### src/rtl/cmflg_arbiter.sv
// ============================================================================
// cmflg_arbiter: two-requester round-robin arbiter sharing one multifunction gate
// Revision: 1.0
// ============================================================================
`default_nettype none

module cmflg_arbiter #(
  parameter int CNT_W = 8
) (
  input  logic             clk,
  input  logic             rst_n,
  input  logic [1:0]       req,
  input  logic [1:0]       a,
  input  logic [1:0]       b,
  input  logic [2:0]       s0,
  input  logic [2:0]       s1,
  output logic [1:0]       gnt,
  output logic [1:0]       vld,
  output logic             y,
  output logic             busy,
  output logic [CNT_W-1:0] ops
);

  localparam logic [1:0] ST_IDLE = 2'b00;
  localparam logic [1:0] ST_EXEC = 2'b01;
  localparam logic [1:0] ST_RESP = 2'b10;

  localparam logic [2:0] OP_BUF  = 3'b000;
  localparam logic [2:0] OP_INV  = 3'b001;
  localparam logic [2:0] OP_AND  = 3'b010;
  localparam logic [2:0] OP_NAND = 3'b011;
  localparam logic [2:0] OP_OR   = 3'b100;
  localparam logic [2:0] OP_NOR  = 3'b101;
  localparam logic [2:0] OP_XOR  = 3'b110;
  localparam logic [2:0] OP_XNOR = 3'b111;

  logic [1:0]       r_state;
  logic             r_ptr;
  logic             r_win;
  logic             r_a;
  logic             r_b;
  logic [2:0]       r_sel;
  logic [1:0]       r_gnt;
  logic [1:0]       r_vld;
  logic             r_y;
  logic [CNT_W-1:0] r_ops;

  logic             w_win;
  logic             w_gate;

  // r_ptr names the requester that wins a tie; it always points at the non-winner.
  always_comb begin
    w_win = 1'b0;
    case (req)
      2'b01:   w_win = 1'b0;
      2'b10:   w_win = 1'b1;
      2'b11:   w_win = r_ptr;
      default: w_win = 1'b0;
    endcase
  end

  // Unknown select bits fall through to default so the result reads as x.
  always_comb begin
    w_gate = 1'b0;
    case (r_sel)
      OP_BUF:  w_gate = r_a;
      OP_INV:  w_gate = ~r_a;
      OP_AND:  w_gate = r_a & r_b;
      OP_NAND: w_gate = ~(r_a & r_b);
      OP_OR:   w_gate = r_a | r_b;
      OP_NOR:  w_gate = ~(r_a | r_b);
      OP_XOR:  w_gate = r_a ^ r_b;
      OP_XNOR: w_gate = ~(r_a ^ r_b);
      default: w_gate = 1'bx;
    endcase
  end

  always_ff @(posedge clk or negedge rst_n) begin
    if (!rst_n) begin
      r_state <= ST_IDLE;
      r_ptr   <= 1'b0;
      r_win   <= 1'b0;
      r_a     <= 1'b0;
      r_b     <= 1'b0;
      r_sel   <= OP_BUF;
      r_gnt   <= 2'b00;
      r_vld   <= 2'b00;
      r_y     <= 1'b0;
      r_ops   <= '0;
    end else begin
      r_gnt <= 2'b00;
      r_vld <= 2'b00;
      case (r_state)
        ST_IDLE: begin
          if (|req) begin
            r_state <= ST_EXEC;
            r_win   <= w_win;
            r_a     <= a[w_win];
            r_b     <= b[w_win];
            r_sel   <= w_win ? s1 : s0;
            r_gnt   <= {w_win, ~w_win};
            r_ptr   <= ~w_win;
          end
        end
        ST_EXEC: begin
          r_state <= ST_RESP;
          r_y     <= w_gate;
          r_vld   <= {r_win, ~r_win};
          r_ops   <= r_ops + CNT_W'(1);
        end
        ST_RESP: begin
          r_state <= ST_IDLE;
        end
        default: begin
          r_state <= ST_IDLE;
        end
      endcase
    end
  end

  assign gnt  = r_gnt;
  assign vld  = r_vld;
  assign y    = r_y;
  assign busy = (r_state != ST_IDLE);
  assign ops  = r_ops;

endmodule

`default_nettype wire

### config.mk
export PLATFORM = sky130hd
export DESIGN_NAME = cmflg_arbiter
export DESIGN_NICKNAME = d
export VERILOG_FILES = /design/src/rtl/cmflg_arbiter.sv
export SDC_FILE = /design/constraint.sdc
export NUM_CORES = 1
export LEC_CHECK = 0
export BUFFER_PORTS_ARGS = -buffer_cell sky130_fd_sc_hd__buf_2
export CAP_MARGIN = 20
export CORE_ASPECT_RATIO = 0.7
export CORE_MARGIN = 5
export CORE_UTILIZATION = 50
export CTS_CLUSTER_DIAMETER = 120
export DETAILED_ROUTE_END_ITERATION = 10
export GPL_ROUTABILITY_DRIVEN = 0
export PLACE_DENSITY = 0.74
export RECOVER_POWER = 50
export SETUP_SLACK_MARGIN = 0.3
export SYNTH_ARGS = -nofsm -noshare
export SYNTH_HDL_FRONTEND = slang
export SYNTH_SLANG_ARGS = --single-unit
### constraint.sdc
create_clock -name clk -period 1.7 [get_ports clk]
set_input_delay 0.085 -clock clk [delete_from_list [all_inputs] [get_ports clk]]
set_output_delay 0.085 -clock clk [all_outputs]
set_load 0.1 [all_outputs]
==> metrics.md <==
| Metric | Value |
|---|---|
| Synth warn | `0` |
| Gr ovfl total | `0` |
| Initial antenna violation count | `0` |
| Post-Place Setup Slack | `0.266 ns` |
| Clk slew on worst S/H paths | `0.11 ns` |
| Starting Density | `53.6%` |
| Wire per inst | `15.4 um` |
| Hold EP | `r_sel[0]$_DFFE_PN0P_` |
| #FFs+latches synth | `22` |
| Setup WS post-layout | `0.264 ns` |
| Die width | `63.7 um` |
| Hold path depth | `2` |
| Worst reg2reg path depth | `3` |
| Clk root buf | `clkbuf_4` |
| H-tree depth | `1` |
| Met3 WL | `118 um` |
| Share of cells above drive strength 1 | `37.6%` |
| WP data required | `1.94 ns` |
| Clock buffer depth | `2` |
| CTS sink count | `22` |
| Critical Path End Type | `flip-flop` |
| Tmin final | `1.44 ns` |
| Hold_ws | `0.0116 ns` |
| Final setup TNS | `0 ns` |
| Slew HR | `67.7%` |
| Reg2Reg Setup Slack | `0.26 ns` |
| Worst r2r src | `r_state[1]$_DFFE_PN0P_` |
| Outcome | `completed` |
| HPWL Detailed | `1690 um` |
| CTS tree | `done` |
| Max Clk Rate | `0.696 GHz` |
| HP Start | `s0[0]` |
| Synth Cell Area | `1010 um2` |
| Core footprint | `1890 um2` |
| DRT met1 WL | `1090 um` |
| Area of the die | `3040 um2` |
| Core Util, Final | `67.1%` |
| Fillers | `154` |
| Multi-input gate area in the final layout | `433 um2` |
| Worst Path Arrival | `1.68 ns` |
| Vias | `793` |
| Setup Viol. Count Final | `0` |
| Pin count of the biggest net entering global routing | `23` |
| Startpoint Class | `flip-flop` |
| Syn Area/Cell | `11.1 um2` |
| First-pass iteration count of the detailed router | `4` |
| Detailed-route DRC error count | `0` |
| Via density | `5.39` |
| Final period utilization | `84.5%` |
| Final wirelength | `2270 um` |
| Reg2reg end | `y$_DFFE_PN0N_` |
| Syn_nets | `108` |
| Post-synth cell types | `30` |
| Top Layer Used | `met4` |
| Reg area | `566 um2` |
| Routed met2 length | `1040 um` |
| Height of the die | `47.6 um` |
| Nets | `143` |
| Post-synthesis sequential area ratio | `54.5%` |
| Hold Fails Final Rpt | `0` |
| Hold WC Path Type | `primary input to flip-flop` |
| Worst-Margin Slew | `0.484 ns` |
| Layout area overhead | `25.2%` |
| Cell Rows | `13` |
| Antenna diode count | `0` |
| GRT Util Overall | `16.3%` |
| Inserted Clock Buffers | `3` |
| # IOs | `28` |
| RSZ-0062 raised after global routing | `yes` |
| IO buf count | `27` |
| Vias in the first global route | `784` |
| Final Max Slew Viols | `0` |
| Synthesized instance count | `91` |
| 1st-iter DRT viols | `16` |
| Clk_skew | `0.00155 ns` |
| Total of max-cap violations | `0` |
| DRT antenna net count | `0` |
| Critical path peak fanout | `6` |
| Skew-Pair Late Insertion Delay | `0.30 ns` |
| Critical setup path kind | `flip-flop to flip-flop` |
| First-pass GRT wire length | `3670 um` |
sequential cells by signal, summed over array words and instances, names as in the netlist:
register / count
ops: 8
r_sel: 3
gnt: 2
r_state: 2
vld: 2
r_a: 1
r_b: 1
r_ptr: 1
r_win: 1
y: 1
cells by family after synthesis:
family,after synthesis,share of synthesized area (%)
and+or+nand+nor,29,17.5
DFF,22,54.5
AOI/OAI and AO/OA,18,12.6
buffers and inverters,10,3.71
xor gates and xnor gates,7,6.06
adders and majority gates,3,3.71
muxes,2,1.98
cells in the mapped netlist:
cell	count	share of area, %
a211oi_2	1	1.2
a21o_1	2	1.5
a21oi_1	3	1.5
a221o_1	2	2.0
a31oi_1	3	1.9
and2_1	2	1.2
and3_1	1	0.62
and4b_1	1	0.99
and4b_2	1	1.1
and4bb_2	1	1.2
dfrtp_1	22	54
ha_1	3	3.7
inv_1	7	2.6
inv_2	3	1.1
mux2i_1	2	2.0
nand2_1	7	2.6
nand2b_2	1	0.87
nand4_1	5	3.1
nor2_1	3	1.1
nor2_2	1	0.62
nor2b_1	1	0.62
nor3_1	1	0.49
nor4_1	2	1.2
o2111ai_1	1	0.87
o211ai_1	3	2.2
o21ai_0	1	0.49
o21ai_1	2	0.99
or2_1	1	0.62
or4b_1	1	0.99
xnor2_1	7	6.1
metal layers:
layer	vias to the layer above	GRT usage [%]
li1	395	-
met1	379	21.5
met2	17	27.3
met3	2	5.40
met4	0	2.49
met5	-	0
final cells by class:
class | count | area share [%]
clock buffers | 4 | 2.87
inverters | 10 | 2.96
multi-input cells | 59 | 34.2
flip-flops and latches | 22 | 44.7
well taps | 22 | 2.17
repair buffers | 30 | 13.1
through the flow:
step	instances	area [um2]
floorplan	91	1020
global placement	140	1190
detailed placement	140	1190
CTS	147	1260
global route	147	1270
finish	147	1270
worst max-delay path by stage:
stage | start | to | cells after the start
3_5_place_dp | r_a$_DFFE_PN0P_ | y$_DFFE_PN0N_ | 5
4_1_cts | r_a$_DFFE_PN0P_ | y$_DFFE_PN0N_ | 5
6_report | r_state[1]$_DFFE_PN0P_ | y$_DFFE_PN0N_ | 3
3_3_place_gp | r_a$_DFFE_PN0P_ | y$_DFFE_PN0N_ | 5
5_1_grt | r_state[1]$_DFFE_PN0P_ | y$_DFFE_PN0N_ | 3
2_1_floorplan | r_state[1]$_DFFE_PN0P_ | r_sel[0]$_DFFE_PN0P_ | 4
worst max-delay path, cell delays in order, from the launching register on:
cell and delay [ns]:
dfrtp_1 0.45, nand2b_1 0.27, or4b_1 0.55, nand4_1 0.10
timing repair:
item,CTS,global route
pin swaps,0,1
hold endpoints to repair,22,0
resized for setup,3,4
hold buffers,1,0
endpoints found under the setup margin,2,4
setup buffers,2,0
cell usage in the layout, fill, tap and decap left out, types with 3 or more instances in the layout:
cell type  Yosys  layout
xnor2_1        7       7
nand2_1        7       7
dfrtp_1       22      14
o211ai_1       3       3
inv_1          7       8
nand4_1        5       5
buf_2          0      26
clkbuf_4       0       3
ha_1           3       3
a21oi_1        3       3
a31oi_1        3       3
nor2_1         3       3
dfrtp_2        0       6
Power is left out: the tool's default activity adds up to more than one toggle a clock period on the data nets, which glitch-free logic cannot reach.
